$ cat config.mk
export PLATFORM = sky130hd
export DESIGN_NAME = rgb_fade_sequencer_flat
export DESIGN_NICKNAME = d
export VERILOG_FILES = /design/src/rtl/rgb_fade_sequencer_if.sv /design/src/rtl/rgb_fade_sequencer.sv /design/src/flat_wrapper.sv
export SDC_FILE = /design/constraint.sdc
export NUM_CORES = 1
export LEC_CHECK = 0
export ABC_CLOCK_PERIOD_IN_PS = 8960
export CAP_MARGIN = 20
export CORE_UTILIZATION = 45
export CTS_BUF_LIST = sky130_fd_sc_hd__clkbuf_4
export DETAILED_ROUTE_END_ITERATION = 8
export SYNTH_ARGS = -nofsm -noshare
export SYNTH_HDL_FRONTEND = slang
export SYNTH_SLANG_ARGS = --single-unit
$ cat constraint.sdc
create_clock -name clk_i -period 8.96 [get_ports clk_i]
set_clock_uncertainty 0.15 [all_clocks]
set_input_delay 0.896 -clock clk_i [delete_from_list [all_inputs] [get_ports clk_i]]
set_output_delay 0.896 -clock clk_i [all_outputs]
set_load 0.02 [all_outputs]
$ cat src/rtl/rgb_fade_sequencer_if.sv
// rtl/rgb_fade_sequencer_if.sv - control, table-load and color-output signals of the RGB fade sequencer
interface rgb_fade_sequencer_if;
   logic        start;
   logic        stop;
   logic        load_we;
   logic [1:0]  load_addr;
   logic [23:0] load_color;
   logic [1:0]  invert_cfg;
   logic [23:0] color;
   logic [1:0]  invert;
   logic        busy;
   logic        color_reached;

   modport master (
      output start, stop, load_we, load_addr, load_color, invert_cfg,
      input  color, invert, busy, color_reached
   );

   modport slave (
      input  start, stop, load_we, load_addr, load_color, invert_cfg,
      output color, invert, busy, color_reached
   );
endinterface

$ cat src/rtl/rgb_fade_sequencer.sv
// rtl/rgb_fade_sequencer.sv - steps an RGB duty value through a 4-entry color table, fading then holding each entry
// Define RGB_FADE_GAMMA_EN to add a squared-gamma output stage (one extra cycle on color and invert).
module rgb_fade_sequencer #(
   parameter int unsigned STEP_DIV   = 1024,
   parameter int unsigned HOLD_STEPS = 256
) (
   input  logic             clk_i,
   input  logic             reset_i,
   rgb_fade_sequencer_if.slave bus
);
   localparam int unsigned DIV_W  = $clog2(STEP_DIV);
   localparam int unsigned HOLD_W = $clog2(HOLD_STEPS + 1);

   typedef enum logic [1:0] {IDLE, FADE, HOLD} state_t;

   state_t            state_q;
   logic [23:0]       table_q [4];
   logic [23:0]       cur_q;
   logic [23:0]       cur_d;
   logic [23:0]       target_q;
   logic [1:0]        index_q;
   logic [1:0]        index_d;
   logic [DIV_W-1:0]  div_q;
   logic [HOLD_W-1:0] hold_q;
   logic              busy_q;
   logic              reached_q;
   logic [23:0]       color_q;
   logic [1:0]        invert_q;
   logic              tick;

   function automatic logic [7:0] step_ch(input logic [7:0] c, input logic [7:0] t);
      if (c < t)      return c + 8'd1;
      else if (c > t) return c - 8'd1;
      else            return c;
   endfunction

   assign tick    = (state_q != IDLE) && (div_q == DIV_W'(STEP_DIV - 1));
   assign index_d = index_q + 2'd1;
   assign cur_d   = {step_ch(cur_q[23:16], target_q[23:16]),
                     step_ch(cur_q[15:8],  target_q[15:8]),
                     step_ch(cur_q[7:0],   target_q[7:0])};

   // Table is written in any state; target only samples it on entry load.
   always_ff @(posedge clk_i or posedge reset_i) begin
      if (reset_i) begin
         for (int i = 0; i < 4; i++) table_q[i] <= '0;
      end else if (bus.load_we) begin
         table_q[bus.load_addr] <= bus.load_color;
      end
   end

   always_ff @(posedge clk_i or posedge reset_i) begin
      if (reset_i) begin
         state_q   <= IDLE;
         cur_q     <= '0;
         target_q  <= '0;
         index_q   <= '0;
         div_q     <= '0;
         hold_q    <= '0;
         busy_q    <= 1'b0;
         reached_q <= 1'b0;
      end else begin
         reached_q <= 1'b0;
         case (state_q)
            IDLE: begin
               if (bus.start && !bus.stop) begin
                  state_q  <= FADE;
                  index_q  <= 2'd0;
                  target_q <= table_q[0];
                  div_q    <= '0;
                  hold_q   <= '0;
                  busy_q   <= 1'b1;
               end
            end
            FADE: begin
               if (bus.stop) begin
                  state_q <= IDLE;
                  div_q   <= '0;
                  busy_q  <= 1'b0;
               end else if (cur_q == target_q) begin
                  state_q   <= HOLD;
                  reached_q <= 1'b1;
                  div_q     <= '0;
                  hold_q    <= '0;
               end else if (tick) begin
                  cur_q <= cur_d;
                  div_q <= '0;
               end else begin
                  div_q <= div_q + 1'b1;
               end
            end
            HOLD: begin
               if (bus.stop) begin
                  state_q <= IDLE;
                  div_q   <= '0;
                  busy_q  <= 1'b0;
               end else if (tick) begin
                  div_q <= '0;
                  if (hold_q == HOLD_W'(HOLD_STEPS - 1)) begin
                     state_q  <= FADE;
                     hold_q   <= '0;
                     index_q  <= index_d;
                     target_q <= table_q[index_d];
                  end else begin
                     hold_q <= hold_q + 1'b1;
                  end
               end else begin
                  div_q <= div_q + 1'b1;
               end
            end
            default: begin
               state_q <= IDLE;
               busy_q  <= 1'b0;
            end
         endcase
      end
   end

`ifdef RGB_FADE_GAMMA_EN
   logic [23:0] pipe_q;
   logic [1:0]  inv_pipe_q;

   function automatic logic [7:0] gamma(input logic [7:0] c);
      logic [15:0] sq;
      sq = {8'd0, c} * {8'd0, c};
      return sq[15:8];
   endfunction

   always_ff @(posedge clk_i or posedge reset_i) begin
      if (reset_i) begin
         pipe_q     <= '0;
         inv_pipe_q <= '0;
         color_q    <= '0;
         invert_q   <= '0;
      end else begin
         pipe_q     <= cur_q;
         inv_pipe_q <= bus.invert_cfg;
         color_q    <= {gamma(pipe_q[23:16]), gamma(pipe_q[15:8]), gamma(pipe_q[7:0])};
         invert_q   <= inv_pipe_q;
      end
   end
`else
   always_ff @(posedge clk_i or posedge reset_i) begin
      if (reset_i) begin
         color_q  <= '0;
         invert_q <= '0;
      end else begin
         color_q  <= cur_q;
         invert_q <= bus.invert_cfg;
      end
   end
`endif

   assign bus.color         = color_q;
   assign bus.invert        = invert_q;
   assign bus.busy          = busy_q;
   assign bus.color_reached = reached_q;
endmodule

$ cat src/flat_wrapper.sv
// flat-port wrapper written by rule: the top's interface ports become plain ports
module rgb_fade_sequencer_flat 
#(
   parameter int unsigned STEP_DIV   = 1024,
   parameter int unsigned HOLD_STEPS = 256
)
  (clk_i, reset_i, bus_start, bus_stop, bus_load_we, bus_load_addr, bus_load_color, bus_invert_cfg, bus_color, bus_invert, bus_busy, bus_color_reached);
  rgb_fade_sequencer_if bus_i ();
  input  logic clk_i;
  input  logic reset_i;
  input wire logic [$bits(bus_i.start)-1:0] bus_start;
  input wire logic [$bits(bus_i.stop)-1:0] bus_stop;
  input wire logic [$bits(bus_i.load_we)-1:0] bus_load_we;
  input wire logic [$bits(bus_i.load_addr)-1:0] bus_load_addr;
  input wire logic [$bits(bus_i.load_color)-1:0] bus_load_color;
  input wire logic [$bits(bus_i.invert_cfg)-1:0] bus_invert_cfg;
  output wire logic [$bits(bus_i.color)-1:0] bus_color;
  output wire logic [$bits(bus_i.invert)-1:0] bus_invert;
  output wire logic [$bits(bus_i.busy)-1:0] bus_busy;
  output wire logic [$bits(bus_i.color_reached)-1:0] bus_color_reached;
  assign bus_i.start = bus_start;
  assign bus_i.stop = bus_stop;
  assign bus_i.load_we = bus_load_we;
  assign bus_i.load_addr = bus_load_addr;
  assign bus_i.load_color = bus_load_color;
  assign bus_i.invert_cfg = bus_invert_cfg;
  assign bus_color = bus_i.color;
  assign bus_invert = bus_i.invert;
  assign bus_busy = bus_i.busy;
  assign bus_color_reached = bus_i.color_reached;
  rgb_fade_sequencer #(.STEP_DIV(STEP_DIV), .HOLD_STEPS(HOLD_STEPS)) u_core (.clk_i(clk_i), .reset_i(reset_i), .bus(bus_i));
endmodule
After elaboration in Yosys (flattened, before gate mapping). Cells that the tools add are included. W data, S select, Z words.

Flip-flop bits (word level): 195. Output and inout port bits: 28.

Mux-type cells: 48. Equality and inequality tests: 15. Add/sub/neg operators: 9. Reduce and logical (&&, ||, !) cells: 20. Bitwise operators: 4. $lt $le $gt $ge: 9.

Operators by type and width (number): $mux W24 (7); $bwmux W96 (1); $mux W9 (6); $mux W10 (5); $bmux W24 S2 (1); $demux W24 S2 (1); $mux W8 (6); $pmux W24 S2 (1); $pmux W10 S3 (1); $pmux W9 S3 (1); $add A8 B1 Y8 const B (3); $eq A24 B24 Y1 (1); $gt A8 B8 Y1 (3); $lt A8 B8 Y1 (3); $sub A8 B1 Y8 const B (3); $mux W2 (10); $reduce_and A5 Y1 (4); $add A10 B1 Y10 const B (1); $eq A10 B10 Y1 const B (1); $ne A2 B1 Y1 const B (5); $reduce_bool A2 Y1 (5); $add A9 B1 Y9 const B (1); $eq A9 B8 Y1 const B (1); $ne A3 B2 Y1 const B (3); 20 further kinds (31).

Logic depth before layout (Yosys ltp). Gate-level depths: netlist of the first run.

Word-level depth: 9. Gate-level depth with buffers: 13.

Least setup slack after synthesis of the first run. No wires, ideal clock.

Path kind: register to register. From: reg u_core.cur_q[9]. To: reg u_core.cur_q[15]. Path buffers: 0. Arrival: 2.785 ns. Clock period less this slack: 3.059 ns. Slack: 5.901 ns. Data required time: 8.686 ns. Stages on the path, launching flop included: 13. Cells stage by stage: dfrtp_1 -> ha_1 -> nor2b_1 -> o31ai_1 -> a21oi_1 -> or2_2 -> ha_1 -> a21oi_1 -> o211ai_1 -> o41a_1 -> o21ba_2 -> o211ai_1 -> xnor2_1.

Word-level cells in the longest chain between the ends: 3. Elaborated cells between the ends (all ways): 10. Those cells by class: add/sub (2); order compare (2); eq/ne (1); mux (2); bitwise (1); reduce/logical (2).

RTL lines: from (decl) (line rgb_fade_sequencer.sv:18) `logic [23:0] cur_q;`; from (signal assigned) (line rgb_fade_sequencer.sv:86) `cur_q <= cur_d;`; $gt A8 B8 Y1 (tied with other cells) (line rgb_fade_sequencer.sv:33) `else if (c > t) return c - 8'd1;`; $reduce_bool A2 Y1 (no line) (tied with other cells); $reduce_and A5 Y1 (no line) / $mux W8 (equally long branches).

Several ways; a longest one is shown, not always the timed one. The select of a mux whose other input is x is not followed. A chain may end at the register's enable or synchronous reset.

Worst setup path after layout of the first run.
From: reg u_core.cur_q[6]. To: reg u_core.cur_q[7].

The elaborated chain is that of the path after synthesis.

==> flow_summary.toml, run 1 <==
[synthesis]
avgSynthCellArea_sq_um = 11.6
syn-num-nets = 907
ys_warn_count = 0
synth_ff_type = "dfrtp_1"
yosysTopAreaCell = "dfrtp_1"
syn-cell-area_sq_mm = 0.00957
async_flop_share = 1.00
yosys_register_bits = 195
synthDistinctLibCells = 52
synth-seq-area-share = 0.510
synth_cells = 823
synth_edf_count = 0
synth.area.top_cells = "dfrtp_1 (51%), mux2_2 (15%), ha_1 (6.3%), nand2_1 (3.1%), o21ai_0 (2.3%)"
synth.top_cell.area_share = 0.510

[worst_setup_path]
worst_ep_arrival_time_ns = 3.74
r2r-end = "u_core.cur_q[7]"
path_class = "reg -> reg"
critPathLaunch = "u_core.cur_q[6]"
critPathLaunchType = "flip-flop"
worstPathRequired_ns = 9.32
r2r_slack_ns = 5.58
worst-path-max-fanout = 7
endpoint_kind = "flip-flop"
ff2ff_path_depth = 12
worstReg2RegStart = "u_core.cur_q[6]"

[final_layout]
area_growth_pct = 12.1
final_common_cell = "dfrtp_1"
fillCellCount = 1823
multiInputGateArea_sq_mm = 0.00439
final_cell_mix = "dfrtp_1 (195), mux2_2 (130), nand2_1 (79)"
drive_above_1_share = 0.209
regArea_sq_mm = 0.00488
stdcell_area_sq_mm = 0.0107
final_util = 0.522
final_nets = 962

[power_and_ir_drop]
total_leakage_power_nw = 4.77
vdd.ir_drop.worst_mv = 0.0990
p_per_area_mw_per_mm2 = 209

[clock_tree]
htree_levels = 4
clockRootBuffer = "clkbuf_4"
ctsResizeCount = 0
cts_buffers = 17
path_clk_slew_ns = 0.16
insertion_delay_ns = 0.58
cts_setup_buffers = 0
hold_buffers = 0
cts_max_path_buffers = 2
tritoncts = "done"
clkSinkCount = 195

[route]
drt_iter0_markers = 265
wl_per_cell_microns = 17.2
first_pass_iters = 5
wirelength_microns = 19900
via_count = 6479
ant_nets = 0
via_per_inst = 5.59
drt_drc_violations_left = 0

[sta]
post-route-min-period_ns = 3.38
relSlewSlack = 0.472
hold_viol = 0
finalSetupTns_ns = 0
rsz0062_at_grt = "no"
slew_viol_final = 0
setup_viol = 0
worst_slew_pin_slew_ns = 0.793
max_freq_mhz = 296
period_share = 0.377

[flow_run]
cap_violations = 0

[global_route]
antenna_found_initial = 1
grtUsageTotal = 0.193
grt_overflow = 0
grt_max_degree = 109
grt_pass1_vias = 6590
grt_pass1_wl_microns = 33300

[outcome]
status = "completed"

[floorplanning]
io_pins = 61
core_sq_mm = 0.0206
die_h_microns = 148
die_area_sq_mm = 0.0218
die_w_microns = 148
start_util = 0.465
rows = 52

[placed_design]
post_dp_cell_area_sq_mm = 0.0104
gp_congestion = 0.863
hpwl_microns = 13400
port_buffers = 60

[hold_path]
hold_path_class = "reg -> reg"
hold_path_end = "u_core.bus.color[5]"
hold_path_depth = 0
min_from = "u_core.cur_q[5]"
-- layout make-up --
class,instances,area share
diodes,1,0.000233
clock buffers,17,0.0119
clock inverters,13,0.0118
inverters,41,0.0151
multi-input cells,553,0.410
flip-flops and latches,195,0.455
well taps,270,0.0315
repair buffers,70,0.0649
-- through the flow --
stage                     total power [W]  hold WS (ns)  cells  setup slack, ns
after detailed placement          0.00182         0.290   1128             5.63
after global placement            0.00179         0.297   1128             5.73
after floorplan                   0.00164         0.247    823             2.60
final                             0.00224         0.328   1160             5.58
after global routing              0.00239         0.347   1160             5.37
after CTS                         0.00226         0.328   1158             5.57
-- flip-flops by register name, indices dropped and copies added, names as in the netlist --
name	flops
u_core.table_q	96
u_core.bus.color	24
u_core.cur_q	24
u_core.target_q	24
u_core.div_q	10
u_core.hold_q	9
u_core.bus.invert	2
u_core.index_q	2
u_core.state_q	2
u_core.bus.busy	1
u_core.bus.color_reached	1
-- worst max-delay path, stage by stage (launching register included) --
cell      delay [ns]
dfrtp_1         0.46
ha_1            0.34
a21oi_1         0.14
nand2_1         0.06
a21oi_1         0.28
nand2_1         0.27
ha_1            0.36
a21oi_1         0.22
o211ai_1        0.15
o41a_1          0.35
and3_1          0.20
o211ai_1        0.20
xnor2_1         0.14
-- cells by family after synthesis --
kind of cell | synth area share
AO/OA/AOI/OAI | 0.119
XOR/XNOR | 0.0192
adder cells (fa/ha/maj) | 0.0690
buffers and inverters | 0.0315
flip-flops | 0.510
multiplexers | 0.166
AND/OR/NAND/NOR | 0.0854
-- report_power, final --
| part | switching, W | total [W] | internal [W] |
|---|---|---|---|
| Combinational | 0.000402 | 0.000699 | 0.000297 |
| Sequential | 0.0000831 | 0.00111 | 0.00102 |
| Clock | 0.000318 | 0.000436 | 0.000118 |
| Total | 0.000803 | 0.00224 | 0.00144 |
-- Yosys cell counts (all sizes together) (4+ instances only) --
master,n
a21o,8
xnor2,18
buf,12
nor3,5
inv,40
dfrtp,195
o21bai,5
mux2,130
o221ai,15
o22ai,16
or3,4
ha,48
a221oi,9
o21ai,44
o211ai,10
nor2b,7
nand2,79
nand4,5
nor2,23
and2,5
o31ai,5
a21oi,37
clkbuf,22
nand3,21
mux2i,12
and3,7
-- routing by layer --
metal | routed length [microns] | vias to the layer above | global-route usage | part of all wire
met5 | 0 | - | 0 | 0
met4 | 167 | 0 | 0.0531 | 0.0084
met3 | 530 | 10 | 0.0306 | 0.027
met2 | 9510 | 111 | 0.312 | 0.48
met1 | 9740 | 3266 | 0.269 | 0.49
li1 | - | 3092 | - | -
-- worst max-delay path by stage --
| stage | cells after the start | endpoint | slack (ns) |
|---|---|---|---|
| 2_1_floorplan | 1 | u_core.bus.busy | 2.60 |
| 3_3_place_gp | 12 | u_core.cur_q[15] | 5.73 |
| 4_1_cts | 12 | u_core.cur_q[7] | 5.57 |
| 5_1_grt | 12 | u_core.cur_q[23] | 5.37 |
| 3_5_place_dp | 12 | u_core.cur_q[7] | 5.63 |
| 6_report | 12 | u_core.cur_q[7] | 5.58 |
No activity file was read; power rests on OpenSTA's default activity.
==> run 2: changes to the inputs <==
Settings changed: ABC_CLOCK_PERIOD_IN_PS 8960 to 2710, PLACE_DENSITY from default to 0.66.
Clock period 8.96 ns to 2.71 ns, I/O delays scaled along.
==> run 2 against run 1 <==
Net effect: the run now ends with setup timing left; total power rose to 3.5 times the previous value; sequential power grew to 3.3 times the previous value; worst setup slack worse by 5.8 ns; worst hold slack lost 0.11 ns; count of clock-buffer cells in the layout increased by 2; core utilization up 6.0 points; global-route usage rose by 0.20 points; sequential cell count unchanged; wire length increased by 0.84%; critical path type unchanged.
==> flow_summary.toml, run 2 (synthesis gave the netlist of run 1 again) <==
[clock_tree]
clockRootBuffer = "clkbuf_4"
insertion_delay_ns = 0.59
cts_max_path_buffers = 2
clkSinkCount = 195
htree_levels = 4
tritoncts = "done"
cts_buffers = 17
path_clk_slew_ns = 0.16

[power_and_ir_drop]
intPower_w = 0.00514
power.net_switching_w = 0.00276
clkPwrFrac = 0.183
swShare = 0.350
p_per_area_mw_per_mm2 = 661
vdd.ir_drop.worst_mv = 0.313
finalPower_w = 0.00790
total_leakage_power_nw = 5.31
p_comb_frac = 0.354
seq_power_share = 0.463

[final_layout]
largest_reg_flops = 96
largest-register = "u_core.table_q"
fillCellCount = 1742
regArea_sq_mm = 0.00488
final_cell_mix = "dfrtp_1 (194), mux2_2 (128), buf_4 (111)"
final_cells = 1269
multiInputGateArea_sq_mm = 0.00480
final_nets = 1069
final_common_cell = "dfrtp_1"
area_growth_pct = 24.9
drive_above_1_share = 0.349
stdcell_area_sq_mm = 0.0119

[outcome]
violations = "setup timing"
status = "finished with violations"

[route]
drt_iter0_markers = 287
ant_nets = 0
via_count = 6734
first_pass_iters = 4
drt_drc_violations_left = 0
via_per_inst = 5.31
wl_per_cell_microns = 15.8
wirelength_microns = 20100

[placed_design]
dp.cells = 1211
post_dp_cell_area_sq_mm = 0.0112
hpwl_microns = 13500
gp_congestion = 0.838
port_buffers = 60

[floorplanning]
die_area_sq_mm = 0.0218
rows = 52
core_sq_mm = 0.0206
start_util = 0.465
die_w_microns = 148
io_pins = 61
die_h_microns = 148

[sta]
worst_slew_pin_slew_ns = 0.767
period_share = 1.09
setup_viol = 13
max_freq_mhz = 338
setup_slack_ns = -0.245
holdWs_ns = 0.216
post-route-min-period_ns = 2.95
rsz0062_at_grt = "yes"
hold_viol = 0
slew_viol_final = 0
relSlewSlack = 0.487

[worst_setup_path]
critPathLaunchType = "flip-flop"
endpoint_kind = "flip-flop"
path_class = "reg -> reg"
worstPathRequired_ns = 3.04
worst_ep_arrival_time_ns = 3.29
worst-path-max-fanout = 6

[global_route]
antenna_found_initial = 1
grt_max_degree = 79
grt_pass1_wl_microns = 33700
grt_overflow = 0
grtUsageTotal = 0.195
grt_pass1_vias = 6772

[flow_run]
cap_violations = 0

[hold_path]
hold_path_class = "in -> reg"
## run 2: cell types whose count changed in the layout (fill, tap and decap cells not counted), moves of 4 or more
| cell | previous run | this run |
|---|---|---|
| a21oi_1 | 37 | 23 |
| a21oi_2 | 0 | 12 |
| buf_4 | 9 | 111 |
| ha_1 | 48 | 28 |
| ha_4 | 0 | 19 |
| inv_1 | 39 | 35 |
| inv_2 | 0 | 4 |
| nand2_1 | 79 | 75 |
## run 2: final timing paths
| kind | start | slack, ns | depth (start not counted) | endpoint |
|---|---|---|---|---|
| min | bus_load_color[8] | 0.22 | 2 | u_core.table_q[80] |
| max reg2reg | u_core.target_q[10] | -0.24 | 13 | u_core.cur_q[15] |
| min in group asynchronous | reset_i | 0.41 | 3 | u_core.cur_q[16] |
| min reg2reg | u_core.cur_q[11] | 0.33 | 0 | u_core.bus.color[11] |
| max in group asynchronous | reset_i | 1.28 | 4 | u_core.table_q[23] |
| max | u_core.target_q[10] | -0.24 | 13 | u_core.cur_q[15] |
## run 2: per-layer routing
layer / vias up / wire [microns] / track usage
met1: 3331 / 10100 / 0.279
met5: - / 0 / 0
met3: 21 / 570 / 0.0355
li1: 3288 / - / -
met2: 94 / 9220 / 0.304
met4: 0 / 237 / 0.0536
## run 2: critical path, cell delays in order, from the launching register on
cell	delay, ns
dfrtp_1	0.38
inv_1	0.05
ha_1	0.29
o21a_1	0.23
o31ai_4	0.07
a21oi_2	0.10
or2_4	0.31
ha_4	0.24
a21oi_4	0.13
o211ai_1	0.13
o41a_1	0.33
o21ba_4	0.22
o211ai_1	0.10
xnor2_1	0.14
## run 2: repair_timing
| action | 4_1_cts | 5_1_grt |
|---|---|---|
| setup buffers | 13 | 11 |
| cloned | 0 | 0 |
| resized for setup | 22 | 24 |
| hold buffers | 3 | 0 |
| pin swaps | 21 | 19 |
| endpoints found under the setup margin | 10 | 34 |
| endpoints found under the hold margin | 12 | 0 |
## run 2: layout make-up
type                            instances  share of cell area
Sequential cell                       195               0.409
Multi-Input combinational cell        553               0.402
Timing Repair Buffer                  177               0.128
Tap cell                              270              0.0283
Inverter                               41              0.0132
Clock buffer                           19              0.0119
Clock inverter                         13             0.00848
Antenna cell                            1            0.000209
## run 2: power groups by stage
stage | combinational (W) | clock, W | sequential [W]
6_report | 0.00280 | 0.00144 | 0.00366
5_1_grt | 0.00310 | 0.00161 | 0.00372
4_1_cts | 0.00267 | 0.00149 | 0.00366
3_5_place_dp | 0.00257 | 0 | 0.00371
3_3_place_gp | 0.00252 | 0 | 0.00369
2_1_floorplan | 0.00181 | 0 | 0.00363
## run 2: per-stage QoR
step | worst slack [ns] | TNS (ns) | util
after floorplan | -0.250 | -45.81 | -
after global placement | -0.271 | -1.17 | 0.547
after detailed placement | -0.312 | -1.57 | 0.547
after CTS | -0.315 | -2.40 | 0.571
after global routing | -0.369 | -3.66 | 0.581
final | -0.245 | -1.93 | 0.581
==> run 3: changes to the inputs <==
Settings changed: GPL_TIMING_DRIVEN from default to 0.
==> run 3 against run 2 <==
Net effect: the flow still finishes with violations (setup timing); clock power barely moved; sequential share of layout area rose by 0.56 points; sequential cell count did not move; critical path depth fell by 1; sequential power barely moved; worst hold slack improved by 0.0075 ns; critical path type unchanged; worst setup slack got worse by 0.085 ns; fmax fell by 2.8%; cell area fell by 1.0%; non-clock buffer count fell by 23; combinational power barely moved.
==> flow_summary.toml, run 3 (synthesis gave the netlist of run 1 again) <==
[power_and_ir_drop]
seq_power_share = 0.464
p_per_area_mw_per_mm2 = 663
p_comb_frac = 0.355
intPower_w = 0.00507
power.net_switching_w = 0.00277
swShare = 0.353
clkPwrFrac = 0.181
total_leakage_power_nw = 5.12
vdd.ir_drop.worst_mv = 0.355

[worst_setup_path]
worstReg2RegStart = "u_core.cur_q[9]"
worstPathRequired_ns = 3.08
r2r-end = "u_core.cur_q[15]"
path_class = "reg -> reg"
endpoint_kind = "flip-flop"
ff2ff_path_depth = 12
r2r_slack_ns = -0.33
worst_ep_arrival_time_ns = 3.41
worst-path-max-fanout = 6
critPathLaunchType = "flip-flop"

[final_layout]
largest_reg_flops = 96
stdcell_area_sq_mm = 0.0118
final_common_cell = "dfrtp_1"
drive_above_1_share = 0.331
final_cells = 1245
area_growth_pct = 23.6
fillCellCount = 1770
largest-register = "u_core.table_q"
final_cell_mix = "dfrtp_1 (182), mux2_2 (126), nand2_1 (76)"
regArea_sq_mm = 0.00490
final_nets = 1046
multiInputGateArea_sq_mm = 0.00490

[placed_design]
dpl_worst_slack_ns = -0.487
dp.cells = 1158
gp_congestion = 0.817
hpwl_microns = 13800
port_buffers = 60
post_dp_cell_area_sq_mm = 0.0108

[route]
via_per_inst = 5.35
drt_iter0_markers = 399
wirelength_microns = 20300
ant_nets = 0
via_count = 6661
wl_per_cell_microns = 16.3
drt_drc_violations_left = 0
first_pass_iters = 5

[floorplanning]
io_pins = 61
die_h_microns = 148
rows = 52
die_w_microns = 148
start_util = 0.465
core_sq_mm = 0.0206
die_area_sq_mm = 0.0218

[global_route]
grt_pass1_wl_microns = 32900
antenna_found_initial = 1
grt_max_degree = 43
grt_overflow = 0
grtUsageTotal = 0.193
grt_pass1_vias = 6421

[outcome]
violations = "setup timing"
status = "finished with violations"

[clock_tree]
insertion_delay_ns = 0.59
cts_max_path_buffers = 2
clockRootBuffer = "clkbuf_4"
path_clk_slew_ns = 0.16
clkSinkCount = 195
htree_levels = 4
cts_buffers = 17
tritoncts = "done"

[sta]
holdWs_ns = 0.224
relSlewSlack = 0.349
setup_viol = 12
period_share = 1.12
hold_viol = 0
max_freq_mhz = 329
setup_slack_ns = -0.330
post-route-min-period_ns = 3.04
worst_slew_pin_slew_ns = 0.975
slew_viol_final = 0
rsz0062_at_grt = "yes"

[hold_path]
hold_path_end = "u_core.table_q[30]"
hold_path_depth = 2
hold_path_class = "in -> reg"
min_from = "bus_load_color[6]"

[flow_run]
cap_violations = 0
## run 3: power by group through the flow
stage	sequential (W)	clock (W)	combinational [W]
floorplan	0.00363	0	0.00181
global placement	0.00367	0	0.00235
detailed placement	0.00369	0	0.00240
CTS	0.00364	0.00147	0.00259
global route	0.00370	0.00159	0.00308
finish	0.00364	0.00142	0.00278
## run 3: cell type report
class                           count  share of cell area
Buffer                             32              0.0120
Tap cell                          270              0.0286
Inverter                           41              0.0133
Multi-Input combinational cell    553               0.414
Clock inverter                     10             0.00656
Clock buffer                       21              0.0133
Sequential cell                   195               0.414
Antenna cell                        1            0.000212
Timing Repair Buffer              122              0.0975
## run 3: per-stage QoR
stage / utilization / TNS (ns) / total power, W
5_1_grt: 0.575 / -4.34 / 0.00837
6_report: 0.575 / -1.95 / 0.00784
2_1_floorplan: - / -45.81 / 0.00544
3_5_place_dp: 0.523 / -8.05 / 0.00610
4_1_cts: 0.557 / -2.10 / 0.00770
3_3_place_gp: 0.518 / -358.03 / 0.00602
## run 3: how the worst max path moves through the flow
stage	slack (ns)	depth (start not counted)	from	endpoint
after detailed placement	-0.49	12	u_core.cur_q[9]	u_core.cur_q[15]
after CTS	-0.31	12	u_core.cur_q[9]	u_core.cur_q[15]
after global placement	-1.81	2	reset_i	u_core.bus.color[4]
after global routing	-0.43	13	u_core.cur_q[8]	u_core.cur_q[15]
final	-0.33	12	u_core.cur_q[9]	u_core.cur_q[15]
after floorplan	-0.25	12	u_core.cur_q[9]	u_core.cur_q[15]
## run 3: critical path, cell delays in order, from the launching register on
cell	delay, ns
dfrtp_2	0.47
ha_4	0.22
nor2b_4	0.12
o31ai_4	0.22
a21oi_2	0.08
or2_4	0.31
ha_4	0.23
a21oi_2	0.15
o211ai_1	0.12
o41a_1	0.36
nor3b_2	0.17
o211ai_1	0.21
xnor2_1	0.14
## run 3: what timing repair did
action                                  CTS  global route
setup buffers                            30            26
endpoints found under the hold margin    17             0
pin swaps                                28            41
endpoints found under the setup margin   25            55
hold buffers                              3             0
resized for setup                        39            37
## run 3: per-layer routing
| layer | wire [microns] | vias to the layer above | global-route usage |
|---|---|---|---|
| li1 | - | 3247 | - |
| met1 | 10200 | 3297 | 0.278 |
| met2 | 9350 | 100 | 0.297 |
| met3 | 541 | 17 | 0.0321 |
| met4 | 216 | 0 | 0.0598 |
| met5 | 0 | - | 0 |
